File: config.mk
export PLATFORM = sky130hd
export DESIGN_NAME = led_animator_flat
export DESIGN_NICKNAME = d
export VERILOG_FILES = /design/src/rtl/led_animator_if.sv /design/src/rtl/led_animator.sv /design/src/flat_wrapper.sv
export SDC_FILE = /design/constraint.sdc
export NUM_CORES = 1
export LEC_CHECK = 0
export ABC_AREA = 1
export CAP_MARGIN = 5
export CORE_AREA = 2 2 48 94
export DETAILED_ROUTE_END_ITERATION = 8
export DIE_AREA = 0 0 50 96
export PLACE_DENSITY = 0.71
export SETUP_SLACK_MARGIN = 0.5
export SYNTH_ARGS = -nofsm -noshare
export SYNTH_HDL_FRONTEND = slang
export SYNTH_SLANG_ARGS = --single-unit
File: constraint.sdc
create_clock -name BALL_CLOCK -period 11 [get_ports BALL_CLOCK]
set_input_delay 2.2 -clock BALL_CLOCK [delete_from_list [all_inputs] [get_ports BALL_CLOCK]]
set_output_delay 2.2 -clock BALL_CLOCK [all_outputs]
set_load 0.02 [all_outputs]
File: src/rtl/led_animator_if.sv
// Score-display LED bus: trigger/abort requests from scoring logic, LED pattern and status back.
interface led_animator_if #(parameter int LED_WIDTH = 8);
  logic                 goal_player_1;
  logic                 goal_player_2;
  logic                 win_player_1;
  logic                 win_player_2;
  logic                 abort;
  logic [LED_WIDTH-1:0] led;
  logic                 busy;
  logic                 done;

  modport master (
    output goal_player_1, goal_player_2, win_player_1, win_player_2, abort,
    input  led, busy, done
  );

  modport slave (
    input  goal_player_1, goal_player_2, win_player_1, win_player_2, abort,
    output led, busy, done
  );
endinterface

File: src/rtl/led_animator.sv
// Goal/win LED animation sequencer: prioritised triggers, win pre-emption, abort, busy/done status.
module led_animator #(
    parameter int LED_WIDTH  = 8,
    parameter int STEP_TICKS = 3,
    parameter int GOAL_REPS  = 1,
    parameter int WIN_REPS   = 1,
    parameter int HOLD_TICKS = 4
) (
    input logic           BALL_CLOCK,
    input logic           reset_n,
    led_animator_if.slave bus
);
    localparam int H        = LED_WIDTH / 2;
    localparam int FRAME_W  = $clog2(LED_WIDTH);
    localparam int TICK_MAX = (STEP_TICKS > HOLD_TICKS) ? STEP_TICKS : HOLD_TICKS;
    localparam int TICK_W   = $clog2(TICK_MAX + 1);
    localparam int REP_MAX  = (GOAL_REPS > WIN_REPS) ? GOAL_REPS : WIN_REPS;
    localparam int REP_W    = $clog2(REP_MAX + 1);

    typedef enum logic [1:0] {IDLE, RUN, GAP} state_e;
    typedef enum logic [1:0] {GOAL1, GOAL2, WIN1, WIN2} mode_e;

    state_e               state, state_n;
    mode_e                mode, mode_n, start_mode;
    logic [FRAME_W-1:0]   frame, frame_n;
    logic [TICK_W-1:0]    tick, tick_n, tick_end;
    logic [REP_W-1:0]     rep, rep_n;
    logic [LED_WIDTH-1:0] led_n;
    logic                 done_n, start, is_win, last_frame, win_req;

    function automatic logic [LED_WIDTH-1:0] frame_pattern(input mode_e m, input logic [FRAME_W-1:0] fr);
        logic [LED_WIDTH-1:0] p;
        int f, j;
        p = '0;
        f = int'(fr);
        j = f - H + 1;
        for (int i = 0; i < LED_WIDTH; i++) begin
            case (m)
                GOAL1:   p[i] = (i == LED_WIDTH - 1 - f);
                GOAL2:   p[i] = (i == f);
                WIN1:    p[i] = (f < H) ? ((i == f) || (i == LED_WIDTH - 1 - f))
                                        : ((i >= H - 1) && (i <= H + j));
                default: p[i] = (f < H) ? ((i == f) || (i == LED_WIDTH - 1 - f))
                                        : ((i >= H - 1 - j) && (i <= H));
            endcase
        end
        return p;
    endfunction

    assign is_win     = (mode == WIN1) || (mode == WIN2);
    // A win sequence has W-1 frames (H converge + H-1 fill); a goal sweep has W.
    assign last_frame = is_win ? (frame == FRAME_W'(LED_WIDTH - 2)) : (frame == FRAME_W'(LED_WIDTH - 1));
    assign tick_end   = (state == RUN && is_win && last_frame) ? TICK_W'(HOLD_TICKS - 1)
                                                               : TICK_W'(STEP_TICKS - 1);
    assign win_req    = bus.win_player_1 || bus.win_player_2;

    always_comb begin
        state_n    = state;
        mode_n     = mode;
        frame_n    = frame;
        tick_n     = tick;
        rep_n      = rep;
        done_n     = 1'b0;
        start      = 1'b0;
        start_mode = bus.win_player_1 ? WIN1 : WIN2;
        if (bus.abort) begin
            state_n = IDLE;
            frame_n = '0;
            tick_n  = '0;
            rep_n   = '0;
        end else begin
            case (state)
                IDLE: begin
                    if (win_req) begin
                        start = 1'b1;
                    end else if (bus.goal_player_1) begin
                        start      = 1'b1;
                        start_mode = GOAL1;
                    end else if (bus.goal_player_2) begin
                        start      = 1'b1;
                        start_mode = GOAL2;
                    end
                end
                RUN, GAP: begin
                    if (win_req && !is_win) begin
                        start = 1'b1;
                    end else if (tick != tick_end) begin
                        tick_n = tick + 1'b1;
                    end else if (state == GAP) begin
                        state_n = RUN;
                        frame_n = '0;
                        tick_n  = '0;
                    end else if (!last_frame) begin
                        frame_n = frame + 1'b1;
                        tick_n  = '0;
                    end else if (rep <= REP_W'(1)) begin
                        state_n = IDLE;
                        done_n  = 1'b1;
                        frame_n = '0;
                        tick_n  = '0;
                        rep_n   = '0;
                    end else begin
                        state_n = GAP;
                        tick_n  = '0;
                        rep_n   = rep - 1'b1;
                    end
                end
                default: state_n = IDLE;
            endcase
        end
        if (start) begin
            state_n = RUN;
            mode_n  = start_mode;
            frame_n = '0;
            tick_n  = '0;
            rep_n   = (start_mode == WIN1 || start_mode == WIN2) ? REP_W'(WIN_REPS) : REP_W'(GOAL_REPS);
        end
        led_n = (state_n == RUN) ? frame_pattern(mode_n, frame_n) : '0;
    end

    always_ff @(posedge BALL_CLOCK) begin
        if (!reset_n) begin
            state    <= IDLE;
            mode     <= GOAL1;
            frame    <= '0;
            tick     <= '0;
            rep      <= '0;
            bus.led  <= '0;
            bus.busy <= 1'b0;
            bus.done <= 1'b0;
        end else begin
            state    <= state_n;
            mode     <= mode_n;
            frame    <= frame_n;
            tick     <= tick_n;
            rep      <= rep_n;
            bus.led  <= led_n;
            bus.busy <= (state_n != IDLE);
            bus.done <= done_n;
        end
    end
endmodule

File: src/flat_wrapper.sv
// flat-port wrapper written by rule: the top's interface ports become plain ports
module led_animator_flat 
#(
    parameter int LED_WIDTH  = 8,
    parameter int STEP_TICKS = 3,
    parameter int GOAL_REPS  = 1,
    parameter int WIN_REPS   = 1,
    parameter int HOLD_TICKS = 4
)
  (BALL_CLOCK, reset_n, bus_goal_player_1, bus_goal_player_2, bus_win_player_1, bus_win_player_2, bus_abort, bus_led, bus_busy, bus_done);
  led_animator_if #(.LED_WIDTH(LED_WIDTH)) bus_i ();
  input logic BALL_CLOCK;
  input logic reset_n;
  input wire logic [$bits(bus_i.goal_player_1)-1:0] bus_goal_player_1;
  input wire logic [$bits(bus_i.goal_player_2)-1:0] bus_goal_player_2;
  input wire logic [$bits(bus_i.win_player_1)-1:0] bus_win_player_1;
  input wire logic [$bits(bus_i.win_player_2)-1:0] bus_win_player_2;
  input wire logic [$bits(bus_i.abort)-1:0] bus_abort;
  output wire logic [$bits(bus_i.led)-1:0] bus_led;
  output wire logic [$bits(bus_i.busy)-1:0] bus_busy;
  output wire logic [$bits(bus_i.done)-1:0] bus_done;
  assign bus_i.goal_player_1 = bus_goal_player_1;
  assign bus_i.goal_player_2 = bus_goal_player_2;
  assign bus_i.win_player_1 = bus_win_player_1;
  assign bus_i.win_player_2 = bus_win_player_2;
  assign bus_i.abort = bus_abort;
  assign bus_led = bus_i.led;
  assign bus_busy = bus_i.busy;
  assign bus_done = bus_i.done;
  led_animator #(.LED_WIDTH(LED_WIDTH), .STEP_TICKS(STEP_TICKS), .GOAL_REPS(GOAL_REPS), .WIN_REPS(WIN_REPS), .HOLD_TICKS(HOLD_TICKS)) u_core (.BALL_CLOCK(BALL_CLOCK), .reset_n(reset_n), .bus(bus_i));
endmodule
==> results.yml <==
yosys:
  synth_xor_area_frac: 0.0180
  avgSynthCellArea_um2: 6.31
  synthAdderAreaFrac: 0.129
  synth_top_area_frac: 0.206
  yosys.area.top_type: "dfxtp_1"
  synth_compound_area_frac: 0.149
  synthCells: 308
  synthTopCellsByArea: "dfxtp_1 (21%), ha_1 (13%), nand2_1 (12%)"
  synth.mux.area_fraction: 0
  mappedNetlistArea_um2: 1940
  synth-simple-area-share: 0.384
  ys_seq_elements: 20
  synth_top_family_by_area: "simple AND/OR/NAND/NOR gates"
  seq_area_frac_synth: 0.206
  ys_warn_count: 0
  syn_nets: 335
  ys_types: 34
pwr:
  p_leak_nw: 1.07
  power_density_nw_per_um2: 98.2
  irDropWorstVdd_v: 0.0000526
place:
  dp_cells: 375
  pre_cts_ws_ns: 4.67
  hpwl_um: 4300
  io_buffer_count: 16
  gp_congestion: 0.886
floorplanning:
  die_h_um: 96
  die_width_um: 50
  core_um2: 4090
  dieArea_um2: 4800
  io_pins: 17
  initial_core_util: 0.476
  rows: 33
routing:
  vias: 2070
  first_pass_iters: 4
  wirelength_um: 5070
  antenna_left: 0
  drc: 0
  vias_per_cell: 5.46
  dr.first_iter.drc_count: 45
  avgRoutedWirePerCell_um: 13.4
critical_path:
  critPathKind: "in2reg"
  slowest_stage: "clkdlybuf4s50_1"
  r2r_setup_slack_ns: 6.49
  worst-path-max-fanout: 7
  critical_path.max_stage_delay_ns: 0.39
  reg2reg_depth: 27
  start_kind: "primary input"
  crit_path_end_kind: "flop"
  worstPathArrival_ns: 6.26
  required_ns: 11.15
timing:
  rsz0062_at_grt: "false"
  period_share: 0.556
  setup_viol: 0
  hold_violations: 0
  clock.fmax_ghz: 0.163
  max-slew-margin-rel: 0.727
  setup_slack_ns: 4.88
  worstMarginPinSlew_ns: 0.408
  finClkSkew_ns: 0.000794
  slew_violations: 0
  min_period_ns: 6.12
  tns_ns: 0
cts:
  numCtsBuffers: 3
  cts_resized: 0
  cts.htree.levels: 1
  clockBufferDepth: 2
  clkTransAtPathRegs_ns: 0.07
  cts_setup_buffers: 0
  clkLatencyLatePin_ns: 0.26
  cts_tree: "done"
  clkSinkCount: 20
  cts-hold-fix-buffers: 0
  cts-root-buf: "clkbuf_8"
hold_path:
  min_path_type: "reg2reg"
  holdPathStages: 2
cells_and_area:
  num_antenna_cells: 0
  final_cell_mix: "nand2_1 (62), inv_1 (49), nor2_1 (36)"
  layout_commonest_cell: "nand2_1"
  drive_gt1_frac: 0.104
  finalNetCount: 355
  final_util: 0.547
  areaGrowthSynthToFinish_pct: 15.0
  stdcell_count: 379
global_route:
  grt_antenna_before_repair: 0
  grt_pass1_wl_um: 8950
  grt-ovfl-total: 0
  grt_pass1_vias: 2173
  track_usage: 0.242
  grt_max_degree: 19
run_status:
  outcome: "finished, final reports clean"
run:
  maxCapViolCount: 0
==> sequential cells by signal, indices dropped and copies added, names as in the netlist <==
signal           count
u_core.bus.busy      1
u_core.bus.done      1
u_core.bus.led       8
u_core.frame         3
u_core.mode          2
u_core.state         2
u_core.tick          3
==> final cells by class <==
type,instances,area [µm²]
sequential,20,400
clock buffer,3,41.3
clock inverter,1,30.0
timing repair buffer,16,160
fill,430,1850
multi-input combinational,229,1320
inverter,58,218
tap,52,65.1
==> per-stage QoR <==
stage	hold slack [ns]	area [µm²]	total power, mW
floorplan	0.467	1940	0.130
global placement	0.498	2160	0.148
detailed placement	0.507	2160	0.148
CTS	0.519	2240	0.222
global route	0.543	2240	0.234
finish	0.513	2240	0.220
==> report_power, final <==
| part | switching [mW] | internal, mW | leakage (nW) |
|---|---|---|---|
| Clock | 0.0243 | 0.0486 | 0.0357 |
| Sequential | 0.00168 | 0.0748 | 0.163 |
| Combinational | 0.0473 | 0.0229 | 0.877 |
| Total | 0.0734 | 0.146 | 1.07 |
==> synth_stat cells <==
library cell,instances
a2111oi_0,1
a211oi_1,1
a211oi_2,1
a21oi_1,14
a21oi_2,1
a21oi_4,1
a31oi_1,2
a41oi_1,1
buf_2,1
clkinv_1,2
dfxtp_1,20
ha_1,20
inv_1,49
inv_2,7
nand2_1,62
nand2_2,8
nand3_1,16
nand3_2,3
nand4_1,15
nor2_1,36
nor2_2,1
nor2_4,4
nor3_1,10
nor3_2,1
nor4_1,2
o21a_1,1
o21a_2,1
o21ai_0,12
o21ai_1,6
o21ai_2,2
o22ai_1,1
o31ai_1,2
xnor2_1,1
xor2_1,3
==> worst max-delay path: cells and delay by family <==
family,cells,cell delay (ns)
AOI/OAI and AO/OA,5,0.91
buffers and inverters,6,0.91
and+or+nand+nor,12,1.36
adders and majority gates,3,0.90
==> path summary, 6_finish.rpt <==
path                  endpoint              from
max          u_core.bus.led[4]  bus_win_player_2
min             u_core.tick[0]    u_core.tick[0]
max reg2reg  u_core.bus.led[4]   u_core.state[0]
min reg2reg     u_core.tick[0]    u_core.tick[0]
==> routing by layer <==
metal	track usage	share of wire
met4	0.188	0.074
met5	0	0
met1	0.187	0.34
met3	0.0217	0.013
met2	0.509	0.57
==> logic make-up (layout without fill, tap and decap cells) <==
group,Yosys count,count (layout)
simple gates,158,158
buf+inv,59,78
compound gates,47,47
fa+ha+maj,20,20
flops,20,20
xor+xnor,4,4
No activity file was read; power rests on OpenSTA's default activity.
